[config.mk]
export PLATFORM = sky130hd
export DESIGN_NAME = cpu_checker_fsm
export DESIGN_NICKNAME = d
export VERILOG_FILES = /design/src/rtl/cpu_checker_pkg.sv /design/src/rtl/cpu_checker_fsm_char_class.sv /design/src/rtl/cpu_checker_fsm.sv
export SDC_FILE = /design/constraint.sdc
export NUM_CORES = 1
export LEC_CHECK = 0
export BUFFER_PORTS_ARGS = -buffer_cell sky130_fd_sc_hd__buf_2
export CORE_ASPECT_RATIO = 0.7
export CORE_MARGIN = 1
export CORE_UTILIZATION = 37
export CTS_BUF_LIST = sky130_fd_sc_hd__clkbuf_4 sky130_fd_sc_hd__clkbuf_8
export CTS_CLUSTER_DIAMETER = 80
export DETAILED_ROUTE_END_ITERATION = 10
export SLEW_MARGIN = 30
export SYNTH_ARGS = -nofsm -noshare
export SYNTH_HDL_FRONTEND = slang
export SYNTH_SLANG_ARGS = --single-unit
[constraint.sdc]
create_clock -name clk -period 7.5 [get_ports clk]
set_input_delay 2.25 -clock clk [delete_from_list [all_inputs] [get_ports clk]]
set_output_delay 2.25 -clock clk [all_outputs]
set_load 0.005 [all_outputs]
[src/rtl/cpu_checker_pkg.sv]
// Shared types and limits for the CPU trace-line checker.
package cpu_checker_pkg;

    typedef enum logic [3:0] {
        S_IDLE, S_TIME, S_AT, S_PC, S_COLON, S_SP1, S_GRF, S_ADDR,
        S_SP2, S_LT, S_EQ, S_DATA, S_DONE_REG, S_DONE_MEM, S_ERR
    } state_t;

    localparam logic [1:0]  FMT_NONE = 2'b00;
    localparam logic [1:0]  FMT_REG  = 2'b01;
    localparam logic [1:0]  FMT_MEM  = 2'b10;

    localparam logic [31:0] PC_MIN   = 32'h0000_3000;
    localparam logic [31:0] PC_MAX   = 32'h0000_4FFF;
    localparam logic [31:0] ADDR_MAX = 32'h0000_2FFF;
    localparam logic [13:0] GRF_MAX  = 14'd31;

endpackage

[src/rtl/cpu_checker_fsm_char_class.sv]
// Combinational ASCII classifier: decimal / hex digit flags and nibble value.
module char_class (
    input  logic [7:0] char,
    output logic       is_dec,
    output logic       is_hex,
    output logic [3:0] nibble
);

    always_comb begin
        is_dec = 1'b0;
        is_hex = 1'b0;
        nibble = 4'd0;
        if (char >= "0" && char <= "9") begin
            is_dec = 1'b1;
            is_hex = 1'b1;
            nibble = 4'(char - "0");
        end else if (char >= "a" && char <= "f") begin
            is_hex = 1'b1;
            nibble = 4'(char - "a" + 8'd10);
        end else if (char >= "A" && char <= "F") begin
            is_hex = 1'b1;
            nibble = 4'(char - "A" + 8'd10);
        end
    end

endmodule

[src/rtl/cpu_checker_fsm.sv]
// Parses "^time@pc: $grf <= data#" / "^time@pc: *addr <= data#" one char per clock
// and reports record type plus semantic error flags for one cycle after '#'.
//
// state    | meaning
// IDLE     | waiting for '^'
// TIME     | '^' seen, collecting 1-4 decimal time digits
// AT       | '@' seen, no pc digit yet
// PC       | collecting 8 pc hex digits
// COLON    | ':' seen
// SP1      | spaces before '$' or '*'
// GRF      | collecting 1-4 decimal grf digits
// ADDR     | collecting 8 addr hex digits
// SP2      | spaces before '<'
// LT       | '<' seen
// EQ       | '=' seen, optional spaces before data
// DATA     | collecting 8 data hex digits
// DONE_REG | register record complete, outputs valid
// DONE_MEM | memory record complete, outputs valid
// ERR      | syntax error, wait for '^'
module cpu_checker_fsm
    import cpu_checker_pkg::*;
(
    input  logic        clk,
    input  logic        reset,
    input  logic [7:0]  char,
    input  logic [15:0] freq,
    output logic [1:0]  format_type,
    output logic [3:0]  error_code
);

    state_t      state;
    logic [2:0]  cnt;
    logic        full;      // carry out of cnt: eighth hex digit received
    logic        is_mem;
    logic [13:0] time_acc;
    logic [13:0] grf_acc;
    logic [31:0] pc_acc;
    logic [31:0] addr_acc;

    logic        is_dec;
    logic        is_hex;
    logic [3:0]  nib;

    char_class u_class (
        .char   (char),
        .is_dec (is_dec),
        .is_hex (is_hex),
        .nibble (nib)
    );

    always_ff @(posedge clk) begin
        if (reset || char == "^") begin
            state    <= reset ? S_IDLE : S_TIME;
            cnt      <= 3'd0;
            full     <= 1'b0;
            is_mem   <= 1'b0;
            time_acc <= 14'd0;
            grf_acc  <= 14'd0;
            pc_acc   <= 32'd0;
            addr_acc <= 32'd0;
        end else begin
            case (state)
                S_IDLE: ;
                S_TIME:
                    if (is_dec && cnt != 3'd4) begin
                        time_acc <= 14'(time_acc * 14'd10 + {10'd0, nib});
                        cnt      <= cnt + 3'd1;
                    end else if (char == "@" && cnt != 3'd0) begin
                        state <= S_AT;
                        cnt   <= 3'd0;
                    end else
                        state <= S_ERR;
                S_AT:
                    if (is_hex) begin
                        pc_acc <= {pc_acc[27:0], nib};
                        cnt    <= 3'd1;
                        state  <= S_PC;
                    end else
                        state <= S_ERR;
                S_PC:
                    if (is_hex && !full) begin
                        pc_acc      <= {pc_acc[27:0], nib};
                        {full, cnt} <= {1'b0, cnt} + 4'd1;
                    end else if (char == ":" && full)
                        state <= S_COLON;
                    else
                        state <= S_ERR;
                S_COLON, S_SP1:
                    if (char == " ")
                        state <= S_SP1;
                    else if (char == "$") begin
                        state  <= S_GRF;
                        cnt    <= 3'd0;
                        is_mem <= 1'b0;
                    end else if (char == "*") begin
                        state  <= S_ADDR;
                        cnt    <= 3'd0;
                        full   <= 1'b0;
                        is_mem <= 1'b1;
                    end else
                        state <= S_ERR;
                S_GRF:
                    if (is_dec && cnt != 3'd4) begin
                        grf_acc <= 14'(grf_acc * 14'd10 + {10'd0, nib});
                        cnt     <= cnt + 3'd1;
                    end else if (char == " " && cnt != 3'd0)
                        state <= S_SP2;
                    else if (char == "<" && cnt != 3'd0)
                        state <= S_LT;
                    else
                        state <= S_ERR;
                S_ADDR:
                    if (is_hex && !full) begin
                        addr_acc    <= {addr_acc[27:0], nib};
                        {full, cnt} <= {1'b0, cnt} + 4'd1;
                    end else if (char == " " && full)
                        state <= S_SP2;
                    else if (char == "<" && full)
                        state <= S_LT;
                    else
                        state <= S_ERR;
                S_SP2:
                    if (char == " ")
                        state <= S_SP2;
                    else if (char == "<")
                        state <= S_LT;
                    else
                        state <= S_ERR;
                S_LT:
                    if (char == "=") begin
                        state <= S_EQ;
                        cnt   <= 3'd0;
                        full  <= 1'b0;
                    end else
                        state <= S_ERR;
                S_EQ:
                    if (char == " ")
                        state <= S_EQ;
                    else if (is_hex) begin
                        cnt   <= 3'd1;
                        state <= S_DATA;
                    end else
                        state <= S_ERR;
                S_DATA:
                    if (is_hex && !full)
                        {full, cnt} <= {1'b0, cnt} + 4'd1;
                    else if (char == "#" && full)
                        state <= is_mem ? S_DONE_MEM : S_DONE_REG;
                    else
                        state <= S_ERR;
                S_DONE_REG, S_DONE_MEM:
                    state <= S_IDLE;
                S_ERR: ;
                default:
                    state <= S_ERR;
            endcase
        end
    end

    logic [15:0] time_mask;
    logic        time_bad;
    logic        pc_bad;
    logic        addr_bad;
    logic        grf_bad;

    always_comb begin
        time_mask   = (freq >> 1) - 16'd1;
        time_bad    = ({2'b00, time_acc} & time_mask) != 16'd0;
        pc_bad      = (pc_acc < PC_MIN) || (pc_acc > PC_MAX) || (pc_acc[1:0] != 2'b00);
        addr_bad    = (addr_acc > ADDR_MAX) || (addr_acc[1:0] != 2'b00);
        grf_bad     = grf_acc > GRF_MAX;
        format_type = FMT_NONE;
        error_code  = 4'b0000;
        case (state)
            S_DONE_REG: begin
                format_type = FMT_REG;
                error_code  = {grf_bad, 1'b0, pc_bad, time_bad};
            end
            S_DONE_MEM: begin
                format_type = FMT_MEM;
                error_code  = {1'b0, addr_bad, pc_bad, time_bad};
            end
            default: ;
        endcase
    end

endmodule

# Word-level counts from Yosys, hierarchy flattened
# Index checks and enable logic that the tools add are counted.
dict set report totals {
  output_inout_bits 6
  input_bits 26
  wordCells 167
  ff_bits 101
}
dict set report classes {
  muxes 56
  n_mul 2
  n_bitwise 2
  addsub 10
  n_lt_le_gt_ge 10
  eq_ne 41
  n_reduce_logical 38
}
# cell n
set ops {}
lappend ops {{$mux W32} 2}
lappend ops {{$pmux W32 S2} 1}
lappend ops {{$mux W4} 15}
lappend ops {{$mux W3} 19}
lappend ops {{$eq A8 B6 Y1 const B} 7}
lappend ops {{$pmux W4 S12} 1}
lappend ops {{$gt A32 B14 Y1 const B} 1}
lappend ops {{$gt A32 B15 Y1 const B} 1}
lappend ops {{$lt A32 B14 Y1 const B} 1}
lappend ops {{$add A14 B4 Y14} 2}
lappend ops {{$eq A4 B4 Y1 const B} 7}
lappend ops {{$mul A14 B3 Y13 const B} 2}
lappend ops {{$ne A3 B3 Y1 const B} 8}
lappend ops {{$pmux W3 S7} 1}
lappend ops {{$and A14 B16 Y16} 1}
lappend ops {{$eq A4 B3 Y1 const B} 4}
lappend ops {{$eq A8 B7 Y1 const B} 2}
lappend ops {{$ge A8 B7 Y1 const B} 2}
lappend ops {{$le A8 B7 Y1 const B} 2}
lappend ops {{$ne A2 B2 Y1 const B} 8}
lappend ops {{$reduce_bool A16 Y1} 1}
lappend ops {{$sub A15 B1 Y16 const B} 1}
lappend ops {{$gt A14 B5 Y1 const B} 1}
lappend ops {{$mux W1} 13}
lappend ops {{27 further kinds} 56}

# Longest topological paths before layout
dict set report logic_depth {
  ltp_word 9
  mapped_depth 16
  depth_no_buf 15
}

# Hierarchy
# From an unflattened synthesis, not the netlist that was laid out.
dict set report unflattened {
  cells_unflattened 813
  area_unflattened_um2 6311.1
}
# module cells_per_inst area_per_inst_um2 n_inst seq_area_each_um2
set modules_own_cells {}
lappend modules_own_cells {cpu_checker_fsm 788 6105.9 1 2062.0}
lappend modules_own_cells {char_class 25 205.2 1 0.0}

# Worst setup path after synthesis
# OpenSTA, ideal clock, no wires.
dict set report synth_path {
  path_type {input port to output port}
  from {in freq[3]}
  to {out error_code[0]}
  arrival_time_ps 3825
  path_buffers 0
  slack_ps 1425
  required_time_ps 5250
  path_stages 6
  cell_sequence {or4_1 -> nor3_1 -> nand2_1 -> xnor2_1 -> a221oi_1 -> a31oi_1}
}
dict set report synth_between {
  elab_chain_len 4
}
# item line_no
set synth_lines {}
lappend synth_lines {{from (decl)} cpu_checker_fsm.sv:26} ;# input logic [15:0] freq,
lappend synth_lines {{$sub A15 B1 Y16} cpu_checker_fsm.sv:167} ;# time_mask = (freq >> 1) - 16'd1;
lappend synth_lines {{$and A14 B16 Y16} cpu_checker_fsm.sv:168} ;# time_bad = ({2'b00, time_acc} & time_mask) != 16'd0;
lappend synth_lines {{$reduce_bool A16 Y1} cpu_checker_fsm.sv:168}
lappend synth_lines {{$pmux W4 S2} cpu_checker_fsm.sv:174} ;# case (state)
lappend synth_lines {{to (decl)} cpu_checker_fsm.sv:28} ;# output logic [3:0] error_code
# No other way between the ends.

# Worst setup path in the final report
dict set report layout_path {
  from {in freq[1]}
  to {out error_code[0]}
}
# The elaborated chain is that of the path after synthesis.

==> impl_metrics.ini <==
[layout]
nets = 901
final_cell_area_mm2 = 0.00700
area_delta_synth_final_pct = 7.55
final_util_pct = 40.8
multi_input_comb_area_mm2 = 0.00418
regArea_mm2 = 0.00206
layout-drive-gt1-share_pct = 9.20
fillers = 1763

[timing]
period_needed_ps = 6550
clock.fmax_ghz = 0.153
setup_viol = 0
rsz0062_at_grt = no
drv_slew = 0
worst_pin_slew_ps = 914
tns_ps = 0
skew_ps = 14.1
finalCritPeriodShare_pct = 87.3
slew_headroom_pct = 39.1
finalHoldViolCount = 0
setup_slack_ps = 951

[status]
violations = design-rule violations
status = complete, but fails checks

[worst_setup_path]
crit_family = compound AO/OA/AOI/OAI gates
worstSetupPathType = input port to output port
crit_arrival_ps = 4300
slowest_delay_ps = 350
worstPathCellList = buf_2 -> inv_1 -> ha_1 -> inv_1 -> or3_1 -> xnor2_1 -> a221oi_1 -> nand3_1 -> a221oi_1 -> a31oi_1 -> buf_2
start_kind = input port
crit_required_ps = 5250
cp_max_fo = 5
cp_slowest_cell = ha_1
critPathCaptureType = output port
path_buf_inv = 4

[clock_tree]
cts_sinks = 101
holdBufCountCts = 0
cts_max_path_buffers = 2
cts_root_buf = clkbuf_8
htreeDepth = 3
clk_latency_ps = 380
post_cts_buffers = 0
cts_resized = 0
cts_tree = yes
cts_buffers = 9
clkTransAtPathRegs_ps = 100

[drt]
routed_wl_mm = 15.5
drc = 2
viasPerCell = 5.39
first_iter_violations = 586
vias = 5704
ant_nets = 0
first_pass_iters = 8
routedWlPerCell_um = 14.6

[global_route]
grt_pass1_vias = 5057
grt_use_total_pct = 17.2
grt_pass1_wl_mm = 25.7
grt_overflow = 0
grt_max_degree = 52
antenna_found_initial = 1

[floorplanning]
dieWidth_um = 161
die_h_um = 113
pin_count = 32
start_util_pct = 37.9
core_mm2 = 0.0172
rows = 40
dieArea_mm2 = 0.0181

[synth]
syn-num-nets = 898
syn_inst = 818
synth_top_area_share_pct = 29.8
synth_most_common_cell = nand2_1
synth_edf_count = 4
yosysWarnings = 0
synth_top_cells_by_count = 154 x nand2_1, 97 x dfxtp_1, 89 x a21oi_1, 60 x nor2_1, 50 x ha_1
synth_cell_type_count = 75
synth_top_area_cell = dfxtp_1
synthFlopType = dfxtp_1
ys_async_sr_fraction_pct = 0
synth.area.top_cells = dfxtp_1 30%, ha_1 9.6%, nand2_1 8.9%
synth-seq-cells = 101
seq_area_frac_synth_pct = 31.7
synth_area_mm2 = 0.00651
synth.avg_cell_area_um2 = 7.96

[run]
drv_cap = 0

[pwr]
ir_worst_vdd_v = 0.0000988
p_leak_nw = 2.66
power.density_mw_per_mm2 = 173
finalPower_mw = 1.21

[placement]
dpl_cell_area_mm2 = 0.00680
hpwl_mm = 11.3
gp_congestion = 0.957
pre_cts_ws_ps = 914
port_buffers = 29

[hold_path]
hp-class = flop to flop
## through the flow
step	hold slack, ps	std cells
floorplan	432	818
global placement	441	1040
detailed placement	445	1041
CTS	459	1057
global route	473	1058
finish	449	1058
## sequential cells by signal, indices dropped and copies added, names as in the netlist
| signal | flops |
|---|---|
| addr_acc | 32 |
| pc_acc | 32 |
| cnt | 3 |
| full | 1 |
| is_mem | 1 |
| time_acc | 14 |
| grf_acc | 14 |
| state | 4 |
## layer usage
| layer | wire length (um) | vias up | track usage [%] |
|---|---|---|---|
| met5 | 0 | - | 0 |
| li1 | - | 2936 | - |
| met3 | 862 | 16 | 2.53 |
| met4 | 100 | 0 | 4.70 |
| met1 | 8380 | 2608 | 27.2 |
| met2 | 6130 | 144 | 23.7 |
## worst paths after layout
| path | start | to | slack [ps] | depth (start not counted) |
|---|---|---|---|---|
| min | pc_acc[11] | pc_acc[15] | 450 | 2 |
| max reg2reg | time_acc[3] | time_acc[13] | 4020 | 10 |
| max | freq[1] | error_code[0] | 950 | 11 |
| min reg2reg | pc_acc[11] | pc_acc[15] | 450 | 2 |
## worst reg2reg max path: stages, from the launching register on
cell	delay [ps]
dfxtp_1	420
ha_1	260
ha_1	240
fa_1	450
xnor2_1	230
a2111oi_1	690
o211ai_1	270
nor4b_2	390
nand4_1	180
xnor2_1	190
a21oi_1	80
## cell usage in the layout (no fill, tap or decap), types with 8 or more instances in the layout
| cell type | Yosys | final |
|---|---|---|
| nand2_1 | 154 | 154 |
| nor3_1 | 19 | 18 |
| and3_1 | 9 | 9 |
| nand3_1 | 19 | 19 |
| o21a_1 | 8 | 8 |
| o21ai_0 | 23 | 23 |
| dfxtp_1 | 97 | 97 |
| xnor2_1 | 25 | 25 |
| nor2_1 | 60 | 59 |
| buf_2 | 10 | 29 |
| nand4_1 | 8 | 8 |
| a21o_1 | 13 | 13 |
| or3_1 | 9 | 9 |
| ha_1 | 50 | 50 |
| inv_1 | 18 | 18 |
| nor4_1 | 17 | 17 |
| a211oi_1 | 20 | 20 |
| a21oi_1 | 89 | 89 |
| xor2_1 | 21 | 21 |
| nand2b_1 | 8 | 8 |
| clkbuf_8 | 0 | 9 |
## logic make-up (layout without fill, tap and decap cells)
group / after synthesis / in the layout / share of synthesized area (%)
muxes: 6 / 6 / 0.923
and+or+nand+nor: 338 / 338 / 24.6
adders and majority gates: 55 / 55 / 11.1
buffers and inverters: 62 / 70 / 4.34
AOI/OAI and AO/OA: 209 / 209 / 20.8
other: 0 / 1 / 0
DFF: 101 / 101 / 31.7
xor gates and xnor gates: 47 / 47 / 6.54
## area by class of cell
cell class / count / area share, %
inverters: 19 / 1.02
diodes: 1 / 0.0357
flip-flops and latches: 101 / 29.5
well taps: 231 / 4.13
clock inverters: 7 / 1.05
multi-input cells: 655 / 59.6
clock buffers: 9 / 1.77
repair buffers: 35 / 2.90
## power breakdown
group / total, mW / internal, mW / leakage, nW / switching (mW)
clock network: 0.356 / 0.156 / 0.101 / 0.200
registers: 0.603 / 0.559 / 0.825 / 0.0441
logic: 0.255 / 0.0933 / 1.73 / 0.162
total: 1.21 / 0.808 / 2.66 / 0.406
Power figures use the tool's default switching activity.
